==> src/rtl/cosx_job_sequencer.sv <==
// Job sequencer in front of the cos(x) engine: queues (x, y) jobs, issues them one
// at a time with a Start pulse, and hands each finished Result out through a valid/ready slot.
module cosx_job_sequencer #(
    parameter int DEPTH = 4,
    parameter int XW    = 16,
    parameter int YW    = 8
) (
    input  logic                   clk,
    input  logic                   rst,
    input  logic                   in_valid,
    output logic                   in_ready,
    input  logic [XW-1:0]          in_x,
    input  logic [YW-1:0]          in_y,
    output logic                   eng_start,
    output logic [XW-1:0]          eng_x,
    output logic [YW-1:0]          eng_y,
    input  logic                   eng_ready,
    input  logic [XW-1:0]          eng_result,
    output logic                   out_valid,
    input  logic                   out_ready,
    output logic [XW-1:0]          out_result,
    output logic [XW-1:0]          out_x,
    output logic                   busy,
    output logic [$clog2(DEPTH):0] level,
    output logic [1:0]             dbg_state
);

    localparam int AW = $clog2(DEPTH);
    localparam int LW = AW + 1;

    typedef enum logic [1:0] {
        S_IDLE      = 2'd0,
        S_ISSUE     = 2'd1,
        S_WAIT_LOW  = 2'd2,
        S_WAIT_HIGH = 2'd3
    } state_t;

    // Handshakes: a transfer happens on a rising clk edge where valid and ready are
    // both high; in_ready depends only on registered occupancy, never on out_ready.

    logic [XW-1:0] r_mem_x [DEPTH];
    logic [YW-1:0] r_mem_y [DEPTH];
    logic [LW-1:0] r_wr_ptr;
    logic [LW-1:0] r_rd_ptr;

    state_t        r_state;
    logic          r_eng_start;
    logic [XW-1:0] r_eng_x;
    logic [YW-1:0] r_eng_y;
    logic          r_out_valid;
    logic [XW-1:0] r_out_result;
    logic [XW-1:0] r_out_x;

    logic [LW-1:0] w_level;
    logic          w_full;
    logic          w_push;
    logic          w_slot_free;
    logic          w_pop;
    logic          w_capture;
    logic [XW-1:0] w_head_x;
    logic [YW-1:0] w_head_y;

    assign w_level     = r_wr_ptr - r_rd_ptr;
    assign w_full      = (w_level == LW'(DEPTH));
    assign w_push      = in_valid && !w_full;
    assign w_slot_free = !r_out_valid || out_ready;
    assign w_pop       = (r_state == S_IDLE) && (w_level != '0) && w_slot_free;
    assign w_capture   = (r_state == S_WAIT_HIGH) && eng_ready;
    assign w_head_x    = r_mem_x[r_rd_ptr[AW-1:0]];
    assign w_head_y    = r_mem_y[r_rd_ptr[AW-1:0]];

    // Storage carries no reset: an entry is only read after the pointers say it was written.
    always_ff @(posedge clk) begin
        if (w_push) begin
            r_mem_x[r_wr_ptr[AW-1:0]] <= in_x;
            r_mem_y[r_wr_ptr[AW-1:0]] <= in_y;
        end
    end

    always_ff @(posedge clk or negedge rst) begin
        if (!rst) begin
            r_wr_ptr <= '0;
            r_rd_ptr <= '0;
        end else begin
            if (w_push) begin
                r_wr_ptr <= r_wr_ptr + LW'(1);
            end
            if (w_pop) begin
                r_rd_ptr <= r_rd_ptr + LW'(1);
            end
        end
    end

    // The Start pulse is registered on the ISSUE cycle, so it lands two edges after a push
    // into an idle sequencer. eng_x/eng_y are only reloaded on the next pop.
    always_ff @(posedge clk or negedge rst) begin
        if (!rst) begin
            r_state     <= S_IDLE;
            r_eng_start <= 1'b0;
            r_eng_x     <= '0;
            r_eng_y     <= '0;
        end else begin
            r_eng_start <= 1'b0;
            case (r_state)
                S_IDLE: begin
                    if (w_pop) begin
                        r_eng_x <= w_head_x;
                        r_eng_y <= w_head_y;
                        r_state <= S_ISSUE;
                    end
                end
                S_ISSUE: begin
                    r_eng_start <= 1'b1;
                    r_state     <= S_WAIT_LOW;
                end
                S_WAIT_LOW: begin
                    if (!eng_ready) begin
                        r_state <= S_WAIT_HIGH;
                    end
                end
                S_WAIT_HIGH: begin
                    if (eng_ready) begin
                        r_state <= S_IDLE;
                    end
                end
                default: begin
                    r_state <= S_IDLE;
                end
            endcase
        end
    end

    // A capture wins over a simultaneous consumer accept: the slot stays full with the new job.
    always_ff @(posedge clk or negedge rst) begin
        if (!rst) begin
            r_out_valid  <= 1'b0;
            r_out_result <= '0;
            r_out_x      <= '0;
        end else if (w_capture) begin
            r_out_valid  <= 1'b1;
            r_out_result <= eng_result;
            r_out_x      <= r_eng_x;
        end else if (r_out_valid && out_ready) begin
            r_out_valid  <= 1'b0;
        end
    end

    assign in_ready   = !w_full;
    assign eng_start  = r_eng_start;
    assign eng_x      = r_eng_x;
    assign eng_y      = r_eng_y;
    assign out_valid  = r_out_valid;
    assign out_result = r_out_result;
    assign out_x      = r_out_x;
    assign busy       = (r_state != S_IDLE);
    assign level      = w_level;
    assign dbg_state  = r_state;

endmodule

==> config.mk <==
export PLATFORM = sky130hd
export DESIGN_NAME = cosx_job_sequencer
export DESIGN_NICKNAME = d
export VERILOG_FILES = /design/src/rtl/cosx_job_sequencer.sv
export SDC_FILE = /design/constraint.sdc
export NUM_CORES = 1
export LEC_CHECK = 0
export BUFFER_PORTS_ARGS = -buffer_cell sky130_fd_sc_hd__buf_2
export CORE_MARGIN = 8
export CORE_UTILIZATION = 55
export DETAILED_ROUTE_END_ITERATION = 16
export GPL_ROUTABILITY_DRIVEN = 0
export PLACE_DENSITY = 0.79
export SLEW_MARGIN = 5
export SYNTH_ARGS = -nofsm -noshare
export SYNTH_HDL_FRONTEND = slang
export SYNTH_SLANG_ARGS = --single-unit
export TNS_END_PERCENT = 5
==> constraint.sdc <==
create_clock -name clk -period 3.1 [get_ports clk]
set_input_delay 0.155 -clock clk [delete_from_list [all_inputs] [get_ports clk]]
set_output_delay 0.155 -clock clk [all_outputs]
set_load 0.01 [all_outputs]
-- Word-level counts from Yosys, hierarchy flattened
Memories as Yosys holds them, arrays and structs flattened. A register that Yosys moved wholly into a read port is not among the register bits.
Index checks and enable logic that the tools add are counted.
- register bits after elaboration: 42
- latch bits: 0
- bits in writable memories: 96
- ROM bits: 0
- output and inout port bits: 65
- logic and storage cells: 44
- memories kept: 2
- memories (name ; depth ; bits a word ; rd ports ; clocked after Yosys merged registers in ; write ports ; line ; source):
    r_mem_x ; 4 ; 16 ; 1 ; 1 ; 1 ; 41 ; logic [XW-1:0] r_mem_x [DEPTH];
    r_mem_y ; 4 ; 8 ; 1 ; 1 ; 1 ; 42 ; logic [YW-1:0] r_mem_y [DEPTH];
- add/subtract/negate cells: 3
- multipliers: 0
- div/mod/pow operators: 0
- order comparisons: 0
- eq/ne operators: 7
- shifts and indexed selects: 0
- muxes and demuxes: 9
- bitwise gates (word level): 0
- reductions and logical operators: 16
- operators with widths (operator ; number):
    2-bit one-hot mux with 4 select lines ; 1
    3-bit by 1-bit adder with 3-bit output (second input constant) ; 2
    2-bit two-way mux ; 3
    2-bit inequality test (second input constant) ; 3
    1-bit logical AND ; 5
    1-bit two-way mux ; 5
    2-bit == test (second input constant) ; 2
    1-bit logical NOT ; 4
    2-bit nonzero test ; 2
    3-bit == test (second input constant) ; 1
    3-bit AND reduction ; 1
    3-bit nonzero test ; 1
    3-bit subtractor ; 1
    2-bit by 1-bit == test with 1-bit output (second input constant) ; 1
    2-bit logical NOT ; 1
    2-bit AND reduction ; 1
    1-bit logical OR ; 1

-- Longest topological paths before layout
- word-level depth: 6
- mapped depth: 8
- mapped depth without buffers: 7

-- Worst setup path before layout
Ideal clock, no wire load.
- path type: register to register
- from: register r_wr_ptr[0]
- to: memory r_mem_x[1][0], enable pin
- library setup time: 383 ps
- arrival time: 2281 ps
- data required time: 2717 ps
- setup slack: 436 ps
- stages on the path, launching flop included: 8
- buffers on the path: 0
- period minus slack after synthesis: 2664 ps
- cells stage by stage: dfrtp_1 inv_1 ha_1 fa_1 xnor3_2 inv_2 nand3_1 and3_1
- longest elaborated chain between the ends: 6
- RTL lines (element ; line ; source):
    start: declaration ; 43 ; logic [LW-1:0] r_wr_ptr;
    start signal: assignment ; 86 ; r_wr_ptr <= r_wr_ptr + LW'(1);
    3-bit subtractor ; 63 ; assign w_level = r_wr_ptr - r_rd_ptr;
    named net level[2] ; 24 ; output logic [$clog2(DEPTH):0] level,
    3-bit == test ; 64 ; assign w_full = (w_level == LW'(DEPTH));
    1-bit logical NOT ; -- ;
    named net in_ready ; 11 ; output logic in_ready,
    1-bit logical AND ; 65 ; assign w_push = in_valid && !w_full;
    1-bit two-way mux ; 74 ; if (w_push) begin
    1-bit two-way mux (implied by the code) ; 75 ; r_mem_x[r_wr_ptr[AW-1:0]] <= in_x;
    end: declaration ; 41 ;
The timed path passes the listed nets, and every way through them passes these cells.

-- Worst setup path in the final report
- from: register r_wr_ptr[0]
- to: memory r_mem_x[1][1], enable pin
- longest elaborated chain between the ends: 6
- RTL lines (element ; line):
    3-bit subtractor ; 63
    3-bit == test ; 64
    1-bit logical NOT ; 65
    1-bit logical AND ; 65
    1-bit two-way mux ; 74
    1-bit two-way mux (implied by the code) ; 75
Several ways; a longest one is shown, not always the timed one.

==> results.toml <==
[global_routing]
grt_pass1_vias = 3618
grt_overflow_total = 0
grt_util_all_layers_pct = 16.2
grt_pass1_wl_mm = 18.1
antenna_found_initial = 0
grt_max_degree = 67

[worst_setup_path]
crit_required_ns = 3.18
critPathArrivalTime_ns = 2.57
start_kind = "flop"
endpoint_kind = "flop"
crit_path_max_fanout = 24
rrSetupSlack_ns = 0.61
crit_type = "reg2reg"

[power]
power.leakage_uw = 0.00334
vdd.ir_drop.worst_uv = 635
p_per_area_mw_per_mm2 = 1100

[flow_run]
drv_cap = 0

[sta]
clock_skew_ns = 0.00635
fin_crit_sh_pct = 80.4
hold_viol = 0
slew_violations = 0
fin_ws_ns = 0.607
timing.fmax_mhz = 401
period_needed_ns = 2.49
setup_viol = 0
slew_headroom_pct = 43.4
tightestPinTransition_ns = 0.849
rsz0062_at_grt = "false"
setup_tns_ns = 0
hold_slack_ns = 0.108

[yosys]
synth.distinct_cells = 29
synth_cells = 303
avgSynthCellArea_um2 = 20.7
syn_area_mm2 = 0.00628
ys_seq_area_share_pct = 72.2
yosysTopAreaCell = "edfxtp_1"
synth-seq-cells = 162
yosysWarnings = 0
synth_area_leaders = "edfxtp_1 46%, dfrtp_1 26%, mux4_2 8.6%, mux2_2 7.2%, mux2_4 4.5%"
synth_top_area_share_pct = 45.9
synth.net_count = 360

[finish]
final_common_cell = "buf_2"
antennaDiodeCount = 0
fin_area_mm2 = 0.00807
fin_cells = 624
area_growth_syn_to_layout_pct = 28.6
drive_gt1_share_pct = 48.9
nNetsFinal = 525
layout_common_cells = "108 x buf_2, 96 x edfxtp_1, 65 x dfrtp_1"

[die]
dieArea_mm2 = 0.0151
start_util_pct = 55.7
fp.dieW_um = 123
pin_count = 110
fp.coreArea_mm2 = 0.0113
std_cell_rows = 39
die_y_um = 123

[routing]
drt_wl_total_mm = 11.5
antenna_left = 0
vias_per_cell = 5.21
drt-wirelength-per-cell_um = 18.5
drt_pass1_iterations = 4
vias = 3251
drt-initial-drc-count = 178
drc = 0

[clock_network]
htreeDepth = 4
numCtsBuffers = 17
clk_latency_ns = 0.41
cts-resized-gates = 0
clockBufferDepth = 2
post_cts_buffers = 0
path_clk_slew_ns = 0.06
cts_tree = "done"
ctsHoldBuffers = 41
root_buffer = "clkbuf_16"
clock_sinks = 162

[place]
post-place-ws_ns = 0.602
placed_cells = 551
hpwlAfterDp_mm = 7.38
placed_area_mm2 = 0.00703
io_buffers = 109

[hold_path]
hold_class = "in2reg"

[outcome]
outcome = "finished, final reports clean"
[power by group]
group          total [µW]  switching [µW]  leakage (µW)  internal [µW]
Sequential           3460             345       0.00166           3110
Clock                2190             797      0.000299           1390
Combinational        3200            1530       0.00138           1670
[routing by layer]
metal	GRT usage [%]	routed length, µm
met2	26.4	5620
met4	7.24	170
met5	0	0
met1	19.5	4780
met3	5.20	956
[cell type report]
type                       instances  area [µm²]
timing repair buffer             158        1040
sequential                       162        4540
multi-input combinational        120        1640
clock inverter                    12         181
inverter                           9        33.8
clock buffer                      20         457
fill                             697        3200
tap                              143         179
[cell families after synthesis]
group | Yosys count | synth area share [%]
XOR/XNOR | 6 | 1.08
AO/OA/AOI/OAI | 6 | 0.996
buffers and inverters | 21 | 1.61
flip-flops | 162 | 72.2
multiplexers | 86 | 20.8
adder cells (fa/ha/maj) | 12 | 2.51
AND/OR/NAND/NOR | 10 | 0.797
[stage by stage]
| stage | utilization (%) | power, µW |
|---|---|---|
| global route | 71.6 | 9350 |
| detailed placement | 62.3 | 6730 |
| global placement | 62.3 | 6580 |
| floorplan | - | 5660 |
| finish | 71.6 | 8850 |
| CTS | 71.6 | 8970 |
[Yosys cell counts]
master,instances
edfxtp_1,96
dfrtp_1,66
mux2_2,40
mux4_2,24
mux2_4,19
ha_1,11
inv_1,8
xnor2_1,4
and3_1,3
buf_1,3
buf_2,3
clkbuf_1,3
mux2i_1,3
nand2_1,3
buf_6,2
nand3_1,2
buf_4,1
fa_1,1
inv_2,1
nand2b_1,1
nor2_1,1
o2111a_1,1
o2111ai_1,1
o211ai_1,1
o211ai_4,1
o21ai_0,1
o221ai_1,1
xnor3_2,1
xor2_1,1
[worst max-delay path: stages, from the launching register on]
cell and delay (ns):
dfrtp_1 0.40, inv_1 0.10, ha_1 0.21, fa_1 0.44, xnor3_2 0.28, inv_2 0.07, nand3_1 0.12, and3_1 0.18
buf_4 0.34
[state kept, by name (all words and copies together) (netlist names), 3 cells and up]
register / cells
r_wr_ptr: 3
r_mem_y: 32
out_x: 16
r_mem_x: 64
r_rd_ptr: 3
eng_x: 16
eng_y: 8
out_result: 16
[path summary, 6_finish.rpt]
check                             from            end  depth (start not counted)
max in group asynchronous          rst    r_rd_ptr[0]                          2
hold reg to reg            r_rd_ptr[2]    r_rd_ptr[2]                          1
setup / recovery           r_wr_ptr[0]  r_mem_x[1][1]                          8
min in group asynchronous          rst       eng_x[1]                          2
hold / removal                in_valid    r_wr_ptr[2]                          3
setup reg to reg           r_wr_ptr[0]  r_mem_x[1][1]                          8
No activity file was read; power rests on OpenSTA's default activity.
